==> src/rtl/noc_output_allocator_pkg.sv <==
// Shared types for the mesh router output allocator.
// Flit kinds, allocator states and default sizing.
package Noc_parameters;

  typedef enum logic [1:0] {
    HEAD   = 2'b00,
    BODY   = 2'b01,
    TAIL   = 2'b10,
    SINGLE = 2'b11
  } Noc_flit_kind;

  typedef enum logic {
    IDLE   = 1'b0,
    LOCKED = 1'b1
  } Noc_alloc_state;

  localparam int Noc_Port_Num     = 5;
  localparam int Noc_Credit_Depth = 4;

  function automatic logic is_start(
    input logic [1:0] k
  );
    return (k == HEAD) || (k == SINGLE);
  endfunction

endpackage

==> src/rtl/noc_rr_arbiter.sv <==
// Combinational round-robin picker.
// Searches upward from ptr, wrapping at N-1.
module noc_rr_arbiter #(
  parameter int N = 5,
  parameter int W = (N > 1) ? $clog2(N) : 1
) (
  input  logic [N-1:0] req,
  input  logic [W-1:0] ptr,
  output logic [N-1:0] gnt,
  output logic [W-1:0] idx
);

  logic         found;
  logic [W-1:0] k;

  always_comb begin
    gnt   = '0;
    idx   = '0;
    found = 1'b0;
    k     = '0;
    for (int i = 0; i < N; i++) begin
      k = W'((int'(ptr) + i) % N);
      if (!found && req[k]) begin
        found  = 1'b1;
        gnt[k] = 1'b1;
        idx    = k;
      end
    end
  end

endmodule

==> src/rtl/noc_output_allocator.sv <==
// Per-output switch allocator: packet-locked
// round-robin grant gated by downstream credits.
module noc_output_allocator
  import Noc_parameters::*;
#(
  parameter int PORT_NUM     = Noc_Port_Num,
  parameter int CREDIT_DEPTH = Noc_Credit_Depth,
  parameter int CREDIT_W     = $clog2(CREDIT_DEPTH + 1)
) (
  input  logic                     noc_clk,
  input  logic                     noc_rst_n,
  input  logic [PORT_NUM-1:0]      req,
  input  logic [PORT_NUM-1:0][1:0] flit_kind,
  output logic [PORT_NUM-1:0]      grant,
  output logic                     grant_valid,
  input  logic                     credit_return,
  output logic [CREDIT_W-1:0]      credit_cnt,
  output logic                     locked,
  output logic                     err
);

  localparam int IW = (PORT_NUM > 1) ? $clog2(PORT_NUM) : 1;
  localparam logic [IW-1:0] LAST = IW'(PORT_NUM - 1);
  localparam logic [CREDIT_W-1:0] CMAX = CREDIT_W'(CREDIT_DEPTH);

  Noc_alloc_state state_q, state_n;

  logic [IW-1:0]       owner_q, owner_n;
  logic [IW-1:0]       rr_q, rr_n;
  logic [IW-1:0]       win;
  logic [CREDIT_W-1:0] credit_q, credit_n;
  logic                err_q, err_n;
  logic [PORT_NUM-1:0] start_req;
  logic [PORT_NUM-1:0] bad_req;
  logic [PORT_NUM-1:0] arb_gnt;
  logic [PORT_NUM-1:0] grant_c;
  logic [1:0]          kind;
  logic                xfer;

  function automatic logic [IW-1:0] wrap_inc(
    input logic [IW-1:0] i
  );
    return (i == LAST) ? '0 : i + 1'b1;
  endfunction

  always_comb begin
    start_req = '0;
    bad_req   = '0;
    for (int i = 0; i < PORT_NUM; i++) begin
      start_req[i] = req[i] && is_start(flit_kind[i]);
      bad_req[i]   = req[i] && !is_start(flit_kind[i]);
    end
  end

  noc_rr_arbiter #(
    .N (PORT_NUM),
    .W (IW)
  ) u_arb (
    .req (start_req),
    .ptr (rr_q),
    .gnt (arb_gnt),
    .idx (win)
  );

  // Grant is forced low while reset is held, not just after it.
  always_comb begin
    grant_c = '0;
    if (noc_rst_n && (credit_q != '0)) begin
      if (state_q == IDLE) grant_c = arb_gnt;
      else grant_c[owner_q] = req[owner_q];
    end
  end

  assign xfer = |grant_c;
  assign kind = (state_q == IDLE) ? flit_kind[win]
                                  : flit_kind[owner_q];

  always_comb begin
    state_n  = state_q;
    owner_n  = owner_q;
    rr_n     = rr_q;
    err_n    = err_q;
    credit_n = credit_q;
    unique case (state_q)
      IDLE: begin
        if (|bad_req) err_n = 1'b1;
        if (xfer) begin
          if (kind == HEAD) begin
            state_n = LOCKED;
            owner_n = win;
          end else begin
            rr_n = wrap_inc(win);
          end
        end
      end
      LOCKED: begin
        // A stray HEAD/SINGLE from the owner closes the packet.
        if (xfer && (kind != BODY)) begin
          state_n = IDLE;
          rr_n    = wrap_inc(owner_q);
          if (is_start(kind)) err_n = 1'b1;
        end
      end
      default: state_n = IDLE;
    endcase
    case ({xfer, credit_return})
      2'b10: credit_n = credit_q - 1'b1;
      2'b01: begin
        if (credit_q == CMAX) err_n = 1'b1;
        else credit_n = credit_q + 1'b1;
      end
      default: credit_n = credit_q;
    endcase
  end

  always_ff @(posedge noc_clk or negedge noc_rst_n) begin
    if (!noc_rst_n) begin
      state_q  <= IDLE;
      owner_q  <= '0;
      rr_q     <= '0;
      credit_q <= CMAX;
      err_q    <= 1'b0;
    end else begin
      state_q  <= state_n;
      owner_q  <= owner_n;
      rr_q     <= rr_n;
      credit_q <= credit_n;
      err_q    <= err_n;
    end
  end

  assign grant       = grant_c;
  assign grant_valid = xfer;
  assign credit_cnt  = credit_q;
  assign locked      = (state_q == LOCKED);
  assign err         = err_q;

endmodule

==> config.mk <==
export PLATFORM = sky130hd
export DESIGN_NAME = noc_output_allocator
export DESIGN_NICKNAME = d
export VERILOG_FILES = /design/src/rtl/noc_output_allocator_pkg.sv /design/src/rtl/noc_rr_arbiter.sv /design/src/rtl/noc_output_allocator.sv
export SDC_FILE = /design/constraint.sdc
export NUM_CORES = 1
export LEC_CHECK = 0
export CAP_MARGIN = 20
export CORE_AREA = 2 2 84 86
export DETAILED_ROUTE_END_ITERATION = 8
export DIE_AREA = 0 0 86 88
export SLEW_MARGIN = 20
export SYNTH_ARGS = -nofsm -noshare
export SYNTH_HDL_FRONTEND = slang
export SYNTH_SLANG_ARGS = --single-unit
==> constraint.sdc <==
create_clock -name noc_clk -period 8.7 [get_ports noc_clk]
set_input_delay 1.74 -clock noc_clk [delete_from_list [all_inputs] [get_ports noc_clk]]
set_output_delay 1.74 -clock noc_clk [all_outputs]
set_load 0.02 [all_outputs]
==> summary.md <==
| Metric | Value |
|---|---|
| Status | complete, no violations |
| Overall die width | 86 µm |
| Gpl congestion | 0.896 |
| Utilization after layout | 49.2% |
| Clock buffer depth | 2 |
| Hpwl dp | 6550 µm |
| DRC viols | 0 |
| Starting DRT DRC Count | 272 |
| Register area share after synthesis | 9.43% |
| Filler instances | 668 |
| Synth warn | 0 |
| Fmax | 0.124 GHz |
| Asr flop ratio synth | 100% |
| Setup slack at placement | 1.01 ns |
| Drt wl/cell | 16.8 µm |
| Clock Pin Slew Worst Setup and Hold Paths | 0.05 ns |
| Top FF cell, synth | dfrtp_1 |
| Setup TNS | 0 ns |
| Hold Fails Final Rpt | 0 |
| Hold Crit Depth | 2 |
| Flop2flop setup slack | 1.98 ns |
| Yosys cell types | 85 |
| Htree depth | 1 |
| RSZ-0062 raised after global routing | no |
| RR Endpoint | credit_cnt[2] |
| Initial antenna violation count | 0 |
| Remaining global-route overflow | 0 |
| # clock sinks | 11 |
| Crit-path max FO | 18 |
| Max-Slew Margin vs Limit | 40.3% |
| Latest clock arrival within the worst-skew pair | 0.23 ns |
| Max-cap violations | 0 |
| Slowest cell on crit path | dfrtp_1 |
| Mean Syn Cell Area | 7.48 µm² |
| Post-Syn Nets | 434 |
| Antenna fix cells | 0 |
| Arrival @ worst endpoint | 6.31 ns |
| Count of flip-flops with a built-in enable after synthesis | 0 |
| RR Startpoint | rr_q[0] |
| Hold EP | err |
| Crit-path cells | inv_2 -> ha_1 -> inv_1 -> ha_1 -> inv_1 -> ha_1 -> inv_1 -> ha_1 -> nor2b_1 -> o21ai_0 -> o31ai_1 -> xnor2_1 -> mux2i_1 -> o221ai_2 -> a31o_2 -> a211o_1 -> o2bb2ai_1 -> nor4b_4 -> buf_4 -> inv_1 -> clkdlybuf4s50_1 |
| Flops & latches, synth | 11 |
| Final worst slack | 0.655 ns |
| Pre-antenna DRT Iters | 5 |
| Area grow syn2layout | 11.5% |
| Share of cells above drive strength 1 | 7.86% |
| Setup Fix Bufs, Post-CTS | 0 |
| Worst Hold Class | register to register |
| Syn Inst Count | 392 |
| Starting density of the core | 44.1% |
| Worst Min Path Start | err |
| Final cycle utilization of the critical path | 92.5% |
| CTS tree | built |
| Fin. max-slew vios | 0 |
| Core Rows | 30 |
| Die Y | 88 µm |
| Crit end category | output pin |
| Vias in the first global route | 2878 |
| CTS root buf | clkbuf_8 |
| # setup viols final | 0 |
| Required @ worst endpoint | 6.96 ns |
| First-pass GRT wire length | 13800 µm |
| Mapped cell area | 0.00293 mm² |
| Bufs and invs on worst path | 7 |
| Worst-Margin Slew | 0.888 ns |
| Worst-case reg-to-reg path depth | 25 |
| # nets final | 450 |
| TritonCTS Buffers | 3 |
| Largest net degree at the start of global routing | 23 |
| DIE AREA | 0.00757 mm² |
| Min cycle time layout | 8.05 ns |
| PostCTS Resize Cnt | 0 |
| Crit-path leading delay family | compound AO/OA/AOI/OAI gates |
| Port bufs | 28 |
| Crit path launch type | register |
| CTS Hold Buffers Added | 0 |
| Critical Path Max Stage Delay | 0.75 ns |
| Core Region | 0.00664 mm² |
| CP Class | register to output pin |
| DR vias/cell | 6.29 |
| Via count | 3064 |
| Detail Route Antenna Nets | 0 |
| Hold_ws | 0.476 ns |
| Overall global routing resource usage | 21.9% |
| Worst Skew | 0.000437 ns |
| Drt total wl | 8160 µm |
| Worst path depth | 21 |
| Number of I/O pins | 29 |
-- cells in the mapped netlist, drive strengths merged (2+ instances only) --
master / number / area (µm²)
inv: 33 / 124
nor2: 33 / 126
a21oi: 23 / 130
ha: 23 / 288
nand2: 22 / 82.6
mux2i: 18 / 180
o21ai: 17 / 85.1
nand3: 16 / 80.1
buf: 14 / 81.3
a211oi: 13 / 103
xnor2: 13 / 114
o22ai: 11 / 68.8
dfrtp: 10 / 250
nor3: 10 / 55.1
nor2b: 9 / 56.3
nor4: 7 / 58.8
o211ai: 7 / 57.6
a21o: 6 / 45.0
a31oi: 6 / 43.8
mux2: 6 / 71.3
nand2b: 6 / 45.0
nand4: 6 / 37.5
o21a: 6 / 52.6
a211o: 5 / 43.8
and2: 4 / 25.0
clkbuf: 4 / 15.0
nor3b: 4 / 30.0
or2: 4 / 25.0
and3: 3 / 18.8
nand3b: 3 / 22.5
nor4b: 3 / 41.3
o211a: 3 / 30.0
o32ai: 3 / 26.3
or3: 3 / 23.8
a2111oi: 2 / 18.8
a221o: 2 / 20.0
a221oi: 2 / 17.5
and3b: 2 / 17.5
nand4b: 2 / 17.5
o2111ai: 2 / 17.5
o221ai: 2 / 23.8
o31ai: 2 / 15.0
o32a: 2 / 20.0
-- logic make-up after synthesis --
| logic type | count (synthesis) | share of synthesized area, % |
|---|---|---|
| buf+inv | 51 | 7.51 |
| mux | 25 | 9.35 |
| simple gates | 140 | 27.0 |
| fa+ha+maj | 24 | 10.5 |
| compound gates | 128 | 32.3 |
| xor+xnor | 13 | 3.88 |
| flops | 11 | 9.43 |
-- metrics by stage --
| step | cells | area [µm²] |
|---|---|---|
| floorplan | 392 | 2930 |
| global placement | 483 | 3220 |
| detailed placement | 483 | 3220 |
| CTS | 487 | 3270 |
| global route | 487 | 3270 |
| finish | 487 | 3270 |
-- state kept, by name, summed over array words and instances (netlist names) --
name,cells
locked,1
credit_cnt,3
rr_q,3
err,1
owner_q,3
-- layer usage --
layer	global-route usage, %	part of all wire, %
met2	40.8	49
met3	1.60	4.2
met1	28.5	45
met4	2.31	1.2
met5	0	0
-- cells in the final DEF (no fill, tap or decap), types with 9 or more instances in the layout --
cell type and instances:
a211oi_1 12, o21ai_0 15, nand2_1 22, dfrtp_1 10, inv_1 31, ha_1 23
mux2i_1 18, nor2b_1 9, o22ai_1 11, nor3_1 9, xnor2_1 13, nor2_1 32
a21oi_1 21, clkdlybuf4s50_1 28, nand3_1 16
-- worst min-delay path: stages (launching register included) --
cell and delay [ns]:
dfrtp_1 0.34, a21oi_1 0.04, nand3_1 0.06
-- worst max path at each step --
stage	end	start
6_report	grant_valid	rr_q[0]
4_1_cts	grant_valid	rr_q[0]
3_3_place_gp	grant_valid	rr_q[0]
2_1_floorplan	grant_valid	rr_q[0]
5_1_grt	grant_valid	rr_q[0]
3_5_place_dp	grant_valid	rr_q[0]
-- final cells by class --
| type | count | area (µm²) | share of cell area [%] |
|---|---|---|---|
| clock buffers | 4 | 45.0 | 1.38 |
| repair buffers | 29 | 288 | 8.81 |
| multi-input cells | 330 | 2430 | 74.5 |
| inverters | 33 | 124 | 3.79 |
| well taps | 80 | 100 | 3.06 |
| flip-flops and latches | 11 | 277 | 8.46 |
Power is left out: the tool's default activity adds up to more than one toggle a clock period on the data nets, which glitch-free logic cannot reach.
